### config.mk
export PLATFORM = sky130hd
export DESIGN_NAME = mmio_master
export DESIGN_NICKNAME = d
export VERILOG_FILES = /design/src/rtl/mmio_pkg.sv /design/src/rtl/mmio_addr_check.sv /design/src/rtl/mmio_master.sv
export SDC_FILE = /design/constraint.sdc
export NUM_CORES = 1
export LEC_CHECK = 0
export BUFFER_PORTS_ARGS = -buffer_cell sky130_fd_sc_hd__buf_4
export CORE_MARGIN = 10
export CORE_UTILIZATION = 48
export DETAILED_ROUTE_END_ITERATION = 12
export GPL_TIMING_DRIVEN = 0
export PLACE_DENSITY = 0.89
export SLEW_MARGIN = 10
export SYNTH_ARGS = -nofsm -noshare
export SYNTH_HDL_FRONTEND = slang
export SYNTH_SLANG_ARGS = --single-unit
### constraint.sdc
create_clock -name clk -period 5.13 [get_ports clk]
set_clock_uncertainty 0.1 [all_clocks]
set_input_delay 0.513 -clock clk [delete_from_list [all_inputs] [get_ports clk]]
set_output_delay 0.513 -clock clk [all_outputs]
set_load 0.1 [all_outputs]
### src/rtl/mmio_pkg.sv
// Shared types and constants for the MMIO register bus.
// Used by the bus master and the register block.
package mmio_pkg;

   // Command opcode: write or read
   typedef enum logic {
      OP_WR = 1'b0,
      OP_RD = 1'b1
   } op_t;

   // Bus master FSM states
   typedef enum logic [2:0] {
      ST_IDLE  = 3'd0,
      ST_WRITE = 3'd1,
      ST_READ  = 3'd2,
      ST_RWAIT = 3'd3,
      ST_RESP  = 3'd4
   } state_t;

   // Address bit that selects the MMIO register window
   localparam int unsigned MMIO_SEL_BIT = 15;

   // Register offsets inside the window
   localparam logic [3:0] OFF_CONFIG = 4'h0;
   localparam logic [3:0] OFF_INPUT  = 4'h4;
   localparam logic [3:0] OFF_OUTPUT = 4'h8;
   localparam logic [3:0] OFF_STATUS = 4'hC;

   // Saturating 8-bit increment, used by the error counter
   function automatic logic [7:0] sat_inc8(input logic [7:0] v);
      logic [7:0] r;
      if (v == 8'hFF) begin
         r = 8'hFF;
      end else begin
         r = v + 8'd1;
      end
      return r;
   endfunction

endpackage

### src/rtl/mmio_addr_check.sv
// Combinational address legality check for MMIO commands.
// A read must hit the MMIO window and be word-aligned. A write
// additionally must target one of the writable offsets.
module mmio_addr_check
   import mmio_pkg::*;
(
   input  op_t         i_op,
   input  logic [31:0] i_addr,
   output logic        o_mapped,
   output logic        o_is_write_legal
);

   logic w_sel;
   logic w_aligned;
   logic w_wr_off;
   logic w_unused;

   // Address bits outside the select bit and the low nibble are don't-care
   assign w_unused = ^{i_addr[31:16], i_addr[14:4]};

   // Decode window select, alignment and writable offsets
   always_comb begin
      w_sel            = i_addr[MMIO_SEL_BIT];
      w_aligned        = (i_addr[1:0] == 2'b00);
      w_wr_off         = (i_addr[3:0] == OFF_CONFIG) || (i_addr[3:0] == OFF_INPUT);
      o_is_write_legal = w_sel && w_aligned && w_wr_off;
      if (i_op == OP_RD) begin
         o_mapped = w_sel && w_aligned;
      end else begin
         o_mapped = o_is_write_legal;
      end
   end

endmodule

### src/rtl/mmio_master.sv
// Single-beat MMIO bus master.
// It turns a valid/ready command stream into register-bus strobes
// and returns exactly one response per accepted command.
module mmio_master
   import mmio_pkg::*;
#(
   parameter int unsigned READ_LATENCY = 1,
   parameter int unsigned CNT_W        = 16
)
(
   input  logic             clk,
   input  logic             rst,
   input  logic             cmd_valid_in,
   output logic             cmd_ready_out,
   input  logic             cmd_op_in,
   input  logic [31:0]      cmd_addr_in,
   input  logic [31:0]      cmd_data_in,
   output logic             rsp_valid_out,
   input  logic             rsp_ready_in,
   output logic [31:0]      rsp_data_out,
   output logic             rsp_err_out,
   output logic [31:0]      addr_out,
   output logic [31:0]      wdata_out,
   output logic             wr_out,
   output logic             rd_out,
   input  logic [31:0]      rdata_in,
   output logic             busy_out,
   output logic [CNT_W-1:0] wr_count_out,
   output logic [CNT_W-1:0] rd_count_out,
   output logic [7:0]       err_count_out
);

   localparam logic [2:0]       LAT_INIT = 3'(READ_LATENCY);
   localparam logic [CNT_W-1:0] CNT_ONE  = {{(CNT_W-1){1'b0}}, 1'b1};

   state_t           r_state;
   state_t           w_next_state;
   op_t              w_op;
   logic             w_mapped;
   logic             w_wr_legal;
   logic             w_accept;
   logic             w_capture;
   logic [2:0]       r_lat_cnt;
   logic [31:0]      r_addr;
   logic [31:0]      r_wdata;
   logic [31:0]      r_rsp_data;
   logic             r_rsp_err;
   logic [CNT_W-1:0] r_wr_cnt;
   logic [CNT_W-1:0] r_rd_cnt;
   logic [7:0]       r_err_cnt;

   assign w_op      = op_t'(cmd_op_in);
   assign w_accept  = cmd_valid_in && (r_state == ST_IDLE);
   assign w_capture = (r_state == ST_RWAIT) && (r_lat_cnt == 3'd1);

   mmio_addr_check u_addr_check (
      .i_op             (w_op),
      .i_addr           (cmd_addr_in),
      .o_mapped         (w_mapped),
      .o_is_write_legal (w_wr_legal)
   );

   // FSM state register
   always_ff @(posedge clk or posedge rst) begin
      if (rst) begin
         r_state <= ST_IDLE;
      end else begin
         r_state <= w_next_state;
      end
   end

   // FSM next-state decode
   always_comb begin
      w_next_state = r_state;
      case (r_state)
         ST_IDLE: begin
            if (cmd_valid_in) begin
               if (!w_mapped) begin
                  w_next_state = ST_RESP;
               end else if (w_op == OP_RD) begin
                  w_next_state = ST_READ;
               end else if (w_wr_legal) begin
                  w_next_state = ST_WRITE;
               end else begin
                  w_next_state = ST_RESP;
               end
            end else begin
               w_next_state = ST_IDLE;
            end
         end
         ST_WRITE: w_next_state = ST_RESP;
         ST_READ:  w_next_state = ST_RWAIT;
         ST_RWAIT: begin
            if (r_lat_cnt == 3'd1) begin
               w_next_state = ST_RESP;
            end else begin
               w_next_state = ST_RWAIT;
            end
         end
         ST_RESP: begin
            if (rsp_ready_in) begin
               w_next_state = ST_IDLE;
            end else begin
               w_next_state = ST_RESP;
            end
         end
         default: w_next_state = ST_IDLE;
      endcase
   end

   // FSM output decode from the registered state only
   always_comb begin
      cmd_ready_out = 1'b0;
      busy_out      = 1'b1;
      wr_out        = 1'b0;
      rd_out        = 1'b0;
      rsp_valid_out = 1'b0;
      case (r_state)
         ST_IDLE: begin
            cmd_ready_out = 1'b1;
            busy_out      = 1'b0;
         end
         ST_WRITE: wr_out        = 1'b1;
         ST_READ:  rd_out        = 1'b1;
         ST_RWAIT: busy_out      = 1'b1;
         ST_RESP:  rsp_valid_out = 1'b1;
         default:  busy_out      = 1'b1;
      endcase
   end

   // Latch the command on accept and capture read data at the end of the wait
   always_ff @(posedge clk or posedge rst) begin
      if (rst) begin
         r_addr     <= 32'd0;
         r_wdata    <= 32'd0;
         r_rsp_data <= 32'd0;
         r_rsp_err  <= 1'b0;
      end else if (w_accept) begin
         r_addr     <= cmd_addr_in;
         r_wdata    <= cmd_data_in;
         r_rsp_data <= 32'd0;
         r_rsp_err  <= !w_mapped;
      end else if (w_capture) begin
         r_rsp_data <= rdata_in;
      end
   end

   // Read latency countdown: loaded in READ, stepped down in RWAIT
   always_ff @(posedge clk or posedge rst) begin
      if (rst) begin
         r_lat_cnt <= 3'd0;
      end else if (r_state == ST_READ) begin
         r_lat_cnt <= LAT_INIT;
      end else if (r_state == ST_RWAIT) begin
         r_lat_cnt <= r_lat_cnt - 3'd1;
      end
   end

   // Completed-access counters (wrapping) and rejected-command counter (saturating)
   always_ff @(posedge clk or posedge rst) begin
      if (rst) begin
         r_wr_cnt  <= {CNT_W{1'b0}};
         r_rd_cnt  <= {CNT_W{1'b0}};
         r_err_cnt <= 8'd0;
      end else begin
         if (r_state == ST_WRITE) begin
            r_wr_cnt <= r_wr_cnt + CNT_ONE;
         end
         if (w_capture) begin
            r_rd_cnt <= r_rd_cnt + CNT_ONE;
         end
         if (w_accept && !w_mapped) begin
            r_err_cnt <= sat_inc8(r_err_cnt);
         end
      end
   end

   assign addr_out      = r_addr;
   assign wdata_out     = r_wdata;
   assign rsp_data_out  = r_rsp_data;
   assign rsp_err_out   = r_rsp_err;
   assign wr_count_out  = r_wr_cnt;
   assign rd_count_out  = r_rd_cnt;
   assign err_count_out = r_err_cnt;

endmodule

==> results.txt, run 1 <==
----------------------------------------------------
[Die]
  Core Region ... 11960 um^2
  Die height ... 130.1 um
  Area of the die ... 16930 um^2
  Site row count ... 40
  Die width ... 130.1 um
  Number of top-level design ports ... 243
  Starting Density ... 48.65%

[Clocking]
  Setup repair bufs after CTS ... 0
  Post-CTS resize count ... 0
  Clock sink count ... 143
  CTS H-Tree Depth ... 4
  Post-CTS Hold Fix Bufs ... 0
  Source-to-sink clock delay at the later pin of the worst-skew pair ... 0.41 ns
  Clock transition at the registers of the reported paths ... 0.06 ns
  Cell at the root of the clock tree ... sky130_fd_sc_hd__clkbuf_16
  Largest buffer count on any clock path ... 2
  TritonCTS clock tree ... done
  Number of buffers added by the clock tree synthesis step ... 17

[STA]
  Final setup slack of the worst path ... 2.558 ns
  Setup-failing EPs final ... 0
  Ratio of final minimum period to clock period ... 50.14%
  Fmax ... 0.3887 GHz
  Relative max-transition margin ... 62.94%
  Setup TNS Final ... 0 ns
  Pins Over Slew Limit ... 0
  Time the worst path needs with I/O delays and setup ... 2.572 ns
  Slew of the pin with the lowest slew margin ... 0.5548 ns
  Final hold slack ... 0.01586 ns
  Endpoints failing hold ... 0
  RSZ-0062 raised after global routing ... false

[Placement]
  Port Buf Inserts ... 242
  Weighted congestion reported at the end of routability-driven placement ... 0.8425
  Total placed cells including tap cells ... 998
  Sum of net half-perimeters after detailed placement ... 13.11 mm
  Worst slack after detailed placement ... 2.709 ns

[Setup path]
  Category of the critical setup timing path ... register to primary output
  Worst setup EP type ... primary output
  FF-to-FF path depth ... 8
  Worst EP required ... 4.52 ns
  Critical path launch point type ... register
  Data arrival at the endpoint of the critical path ... 1.96 ns
  Crit-path max FO ... 8

[Logic synthesis]
  Number of enable-type register cells in the synthesized netlist ... 0
  Post-synth top area cell ... sky130_fd_sc_hd__dfrtp_1
  Count of different cell masters after synthesis ... 41
  Post-synth design cell area ... 5819 um^2
  Portion of synthesized cell area occupied by the leading cell type ... 61.49%
  Sequential share of the synthesized area ... 61.49%
  Cells taking the most area after synthesis ... sky130_fd_sc_hd__dfrtp_1 61%, sky130_fd_sc_hd__nand2_1 17%, sky130_fd_sc_hd__o21ai_0 2.9%, sky130_fd_sc_hd__xnor2_1 2.7%, sky130_fd_sc_hd__xor2_1 1.8%
  Cell count after synthesis ... 608
  Dominant synthesized flop cell ... sky130_fd_sc_hd__dfrtp_1
  Yosys Warn Count ... 0
  Syn_nets ... 714
  Asr flop ratio synth ... 100.0%
  Synthesized flop and latch total ... 143
  Syn avg cell area ... 9.571 um^2

[GRT]
  Met1 routing resource usage after global routing ... 22.86%
  Vias in the first global route ... 5310
  Total overflow reported by the global router ... 0
  First-pass GRT wire length ... 26.90 mm
  Overall track demand over capacity in global routing ... 20.36%
  Global-route layer with the greatest usage ... met2
  Antenna violations before repair ... 0
  Met3 track demand over resource in global routing ... 5.517%
  Largest net degree at the start of global routing ... 83
  Met2 GRT Util ... 35.39%

[Worst hold path]
  Worst Hold Class ... input port to async pin

[Detailed routing]
  Average wire per standard cell ... 16.87 um
  Count of vias placed by the detailed router ... 5158
  DRC marker count from the first detailed-route iteration ... 298
  Drt pass-1 iters ... 4
  Mean number of vias per cell ... 5.008
  DRT Wirelength ... 17.38 mm
  Antenna Nets Post-Route ... 0
  Number of remaining DRC errors ... 0

[Job]
  Total of max-cap violations ... 0

[Cells and area]
  Leading cell type in the layout, fill and taps excluded ... sky130_fd_sc_hd__nand2_1
  Nets@finish ... 976
  Relative area change from synthesis to final layout ... 45.65%
  Total of fill cells in the finished design ... 898
  Final std cells w/o fill ... 1030
  Commonest cells after routing, fill and taps aside ... 268 x sky130_fd_sc_hd__nand2_1, 243 x sky130_fd_sc_hd__buf_4, 143 x sky130_fd_sc_hd__dfrtp_1
  Fraction of final layout cells sized beyond drive strength 1 ... 32.39%
  Number of diodes ... 0
  Multi-input logic area ... 2079 um^2
  FF/Latch Area ... 3578 um^2

[Pwr]
  IR Drop Worst-Case VDD ... 0.5807 mV
  Power density normalized to cell area ... 756.1 nW/um^2
  Pleak ... 4.489 nW
  PnR Total Power ... 6.409 mW

[Status]
  Result of the run ... completed

----------------------------------------------------
-- area by class of cell --
class                      count  area share, %
buffer                        28          1.417
sequential                   143          42.22
tap                          147          2.170
clock buffer                  17          5.019
clock inverter                15          2.303
multi-input combinational    426          24.53
timing repair buffer         243          21.76
inverter                      11         0.5757
-- worst max-delay path, stage by stage (launching register included) --
cell and delay (ns):
sky130_fd_sc_hd__dfrtp_1 0.45, sky130_fd_sc_hd__or3b_1 0.39, sky130_fd_sc_hd__clkbuf_1 0.19, sky130_fd_sc_hd__inv_1 0.19, sky130_fd_sc_hd__buf_4 0.33
-- metrics by stage --
step,instance area [um^2],utilization [%]
after floorplan,5819,-
after global placement,7820,65.38
after detailed placement,7855,65.67
after CTS,8476,70.86
after global routing,8476,70.86
final,8476,70.86
-- per-layer routing --
| metal | routed length (um) | share of wire [%] | vias to the layer above |
|---|---|---|---|
| met1 | 6491 | 37 | 2457 |
| met5 | 0 | 0 | - |
| li1 | - | - | 2483 |
| met3 | 1334 | 7.7 | 31 |
| met4 | 487 | 2.8 | 0 |
| met2 | 9064 | 52 | 187 |
-- cells in the mapped netlist (4+ instances only) --
library cell               count
sky130_fd_sc_hd__nand2_1     268
sky130_fd_sc_hd__dfrtp_1     143
sky130_fd_sc_hd__o21ai_0      34
sky130_fd_sc_hd__xnor2_1      18
sky130_fd_sc_hd__clkbuf_1     17
sky130_fd_sc_hd__nand3_1      13
sky130_fd_sc_hd__nand4_1      13
sky130_fd_sc_hd__xor2_1       12
sky130_fd_sc_hd__inv_1        11
sky130_fd_sc_hd__nor2_1       10
sky130_fd_sc_hd__and3_1        6
sky130_fd_sc_hd__buf_1         6
sky130_fd_sc_hd__nor3_1        6
sky130_fd_sc_hd__ha_1          5
sky130_fd_sc_hd__a21oi_1       4
sky130_fd_sc_hd__a31oi_1       4
-- logic make-up after synthesis --
family / count (synthesis) / share of synthesized area, %
XOR/XNOR: 30 / 4.515
AO/OA/AOI/OAI: 50 / 4.967
AND/OR/NAND/NOR: 337 / 24.40
flip-flops: 143 / 61.49
buffers and inverters: 39 / 2.774
multiplexers: 4 / 0.7740
adder cells (fa/ha/maj): 5 / 1.075
-- path summary, 6_finish.rpt --
path	from	end	slack, ns
min reg2reg	addr_out[18]$_DFFE_PP0P_	addr_out[18]$_DFFE_PP0P_	0.37
max	r_state[1]$_DFF_PP0_	wr_out	2.56
max in group asynchronous	rst	rd_count_out[15]$_DFFE_PP0P_	4.18
min in group clk	cmd_data_in[17]	wdata_out[17]$_DFFE_PP0P_	0.18
min	rst	wdata_out[27]$_DFFE_PP0P_	0.02
max reg2reg	r_lat_cnt[1]$_DFFE_PP0P_	rsp_data_out[5]$_DFFE_PP0P_	2.74
-- registers in the layout (all words and copies together), names as in the netlist --
signal and cells:
addr_out 32, err_count_out 8, r_lat_cnt 3, r_state 3, rd_count_out 16, rsp_data_out 32
rsp_err_out 1, wdata_out 32, wr_count_out 16
-- where the power goes --
part           switching (mW)  internal [mW]
combinational            2.84          0.650
sequential              0.205           1.43
clock                   0.474          0.810
Power figures use the tool's default switching activity.
==> run 2, diff against run 1 <==
--- a/config.mk
+++ b/config.mk
@@ -7,10 +7,10 @@
 export LEC_CHECK = 0
 export BUFFER_PORTS_ARGS = -buffer_cell sky130_fd_sc_hd__buf_4
 export CORE_MARGIN = 10
-export CORE_UTILIZATION = 48
+export CORE_UTILIZATION = 43
 export DETAILED_ROUTE_END_ITERATION = 12
 export GPL_TIMING_DRIVEN = 0
-export PLACE_DENSITY = 0.89
+export PLACE_DENSITY = 0.85
 export SLEW_MARGIN = 10
 export SYNTH_ARGS = -nofsm -noshare
 export SYNTH_HDL_FRONTEND = slang
==> constraint.sdc (replaced) <==
create_clock -name clk -period 2.26 [get_ports clk]
set_clock_uncertainty 0.1 [all_clocks]
set_input_delay 0.226 -clock clk [delete_from_list [all_inputs] [get_ports clk]]
set_output_delay 0.226 -clock clk [all_outputs]
set_load 0.1 [all_outputs]
==> results.txt, run 2 (synthesis results as in run 1) <==
----------------------------------------------------
[Die]
  Number of top-level design ports ... 243
  Core Region ... 13240 um^2
  Die height ... 136.3 um
  Area of the die ... 18590 um^2
  Site row count ... 42
  Starting Density ... 43.94%
  Die width ... 136.3 um

[Setup path]
  Peak per-stage delay on the critical path ... 0.48 ns
  Number of buffer and inverter stages on the critical path ... 4
  Worst setup EP type ... register
  Family of cells with the greatest summed delay on the critical path ... buffers and inverters
  Internal reg-to-reg setup slack ... 0.12 ns
  Standard cell with the maximum stage delay on the critical path ... sky130_fd_sc_hd__or4b_1
  Critical path launch point type ... register
  Category of the critical setup timing path ... register to register
  Cells along the critical path ... buf_6, or4b_1, buf_2, buf_2, clkbuf_1, nand2_1, nand2_1
  Crit-path max FO ... 10
  Data arrival at the endpoint of the critical path ... 2.32 ns
  Worst EP required ... 2.44 ns

[Cells and area]
  Fraction of final layout cells sized beyond drive strength 1 ... 30.28%
  Commonest cells after routing, fill and taps aside ... 268 x sky130_fd_sc_hd__nand2_1, 242 x sky130_fd_sc_hd__buf_4, 140 x sky130_fd_sc_hd__dfrtp_1
  Number of diodes ... 0
  Leading cell type in the layout, fill and taps excluded ... sky130_fd_sc_hd__nand2_1
  Total of fill cells in the finished design ... 887
  Final design utilization ... 72.43%
  Final instance area ... 9592 um^2
  Relative area change from synthesis to final layout ... 64.82%
  Nets@finish ... 1077

[Placement]
  Cell area reported after detailed placement ... 7960 um^2
  Worst slack after detailed placement ... -0.1931 ns
  Sum of net half-perimeters after detailed placement ... 13.60 mm
  Weighted congestion reported at the end of routability-driven placement ... 0.8031
  Port Buf Inserts ... 242

[Clocking]
  Clock sink count ... 143
  CTS H-Tree Depth ... 4
  Number of buffers added by the clock tree synthesis step ... 17
  Largest buffer count on any clock path ... 2
  Clock transition at the registers of the reported paths ... 0.06 ns
  TritonCTS clock tree ... done
  Source-to-sink clock delay at the later pin of the worst-skew pair ... 0.41 ns
  Cell at the root of the clock tree ... sky130_fd_sc_hd__clkbuf_16
  Setup repair bufs after CTS ... 0

[Detailed routing]
  Mean number of vias per cell ... 4.972
  Average wire per standard cell ... 17.88 um
  DRT Wirelength ... 20.75 mm
  Number of remaining DRC errors ... 0
  Count of vias placed by the detailed router ... 5768
  DRC marker count from the first detailed-route iteration ... 298
  Antenna Nets Post-Route ... 0
  Drt pass-1 iters ... 7

[Pwr]
  Total net switching power ... 8.174 mW
  IR Drop Worst-Case VDD ... 1.541 mV
  Share of total power in the clock network ... 20.1%
  Switch share ... 54.70%
  Part of the power in combinational logic ... 54.7%
  Pleak ... 4.945 nW
  Internal Pwr Total ... 6.770 mW
  PnR Total Power ... 14.94 mW
  Power density normalized to cell area ... 1558 nW/um^2
  Register share of total power ... 25.2%

[STA]
  Pins Over Slew Limit ... 0
  Endpoints failing hold ... 0
  Relative max-transition margin ... 59.57%
  Final setup slack of the worst path ... 0.1190 ns
  Fmax ... 0.4671 GHz
  Ratio of final minimum period to clock period ... 94.73%
  Time the worst path needs with I/O delays and setup ... 2.141 ns
  Setup-failing EPs final ... 0
  Slew of the pin with the lowest slew margin ... 0.6051 ns
  RSZ-0062 raised after global routing ... false

[GRT]
  First-pass GRT wire length ... 31.88 mm
  Vias in the first global route ... 6015
  Total overflow reported by the global router ... 0
  Overall track demand over capacity in global routing ... 22.02%
  Largest net degree at the start of global routing ... 39
  Antenna violations before repair ... 0

[Status]
  Result of the run ... completed

[Job]
  Total of max-cap violations ... 0

[Worst hold path]
  Worst Hold Class ... input port to register

----------------------------------------------------
[run 2: cell types whose count changed in the layout (fill, tap and decap cells not counted), sizes merged]
| cell | before | now |
|---|---|---|
| dlygate4sd3 | 0 | 98 |
| buf | 254 | 257 |
| clkbuf | 34 | 36 |
| clkinv | 6 | 4 |
| clkinvlp | 5 | 4 |
| inv | 11 | 12 |
[run 2: cell type report]
class	instances	area [um^2]	area share (%)
flip-flops and latches	143	3582	37.35
repair buffers	344	2893	30.16
multi-input cells	426	2092	21.81
clock buffers	19	452.9	4.722
well taps	176	220.2	2.296
clock inverters	13	183.9	1.918
plain buffers	28	122.6	1.278
inverters	11	45.04	0.4696
[run 2: power groups by stage]
stage | Sequential (mW) | Clock, mW | Combinational (mW)
finish | 3.77 | 3.00 | 8.18
CTS | 3.74 | 3.04 | 8.15
global route | 3.84 | 3.17 | 8.46
global placement | 3.74 | 0 | 7.89
detailed placement | 3.76 | 0 | 7.99
floorplan | 8.46 | 0 | 1.40
[run 2: stage by stage]
stage	cells	hold slack, ns	setup TNS [ns]
after floorplan	608	0.2206	-29.93
after global placement	1026	0.3148	-111.77
after global routing	1160	0.01314	0
after detailed placement	1030	0.2115	-1.457
after CTS	1160	0.0005150	0
final	1160	0.01754	0
[run 2: what timing repair did]
item / 4_1_cts / 5_1_grt
pin swaps: 0 / 0
endpoints found under the setup margin: 11 / 10
endpoints found under the hold margin: 116 / 0
resized for setup: 5 / 3
hold buffers: 98 / 0
[run 2: worst min-delay path: cells and delay by family]
| family | cells | cell delay (ns) |
|---|---|---|
| AOI/OAI and AO/OA | 1 | 0.12 |
| buffers and inverters | 2 | 0.15 |
[run 2: final timing paths]
kind                                           start                         to  cells after the start
max                             r_state[0]$_DFF_PP0_  wdata_out[14]$_DFFE_PP0P_                      7
min                                     rsp_ready_in       r_state[2]$_DFF_PP0_                      3
max reg2reg                     r_state[0]$_DFF_PP0_  wdata_out[14]$_DFFE_PP0P_                      7
min reg2reg                wdata_out[22]$_DFFE_PP0P_  wdata_out[22]$_DFFE_PP0P_                      2
max in group asynchronous                        rst   addr_out[29]$_DFFE_PP0P_                      5
min in group asynchronous                        rst   addr_out[20]$_DFFE_PP0P_                      3
[run 2: per-layer routing]
metal	part of all wire, %	track usage, %	up-vias
li1	-	-	2685
met1	37	23.92	2774
met2	51	37.20	232
met3	6.8	6.347	77
met4	5.0	13.67	0
met5	0	0	-
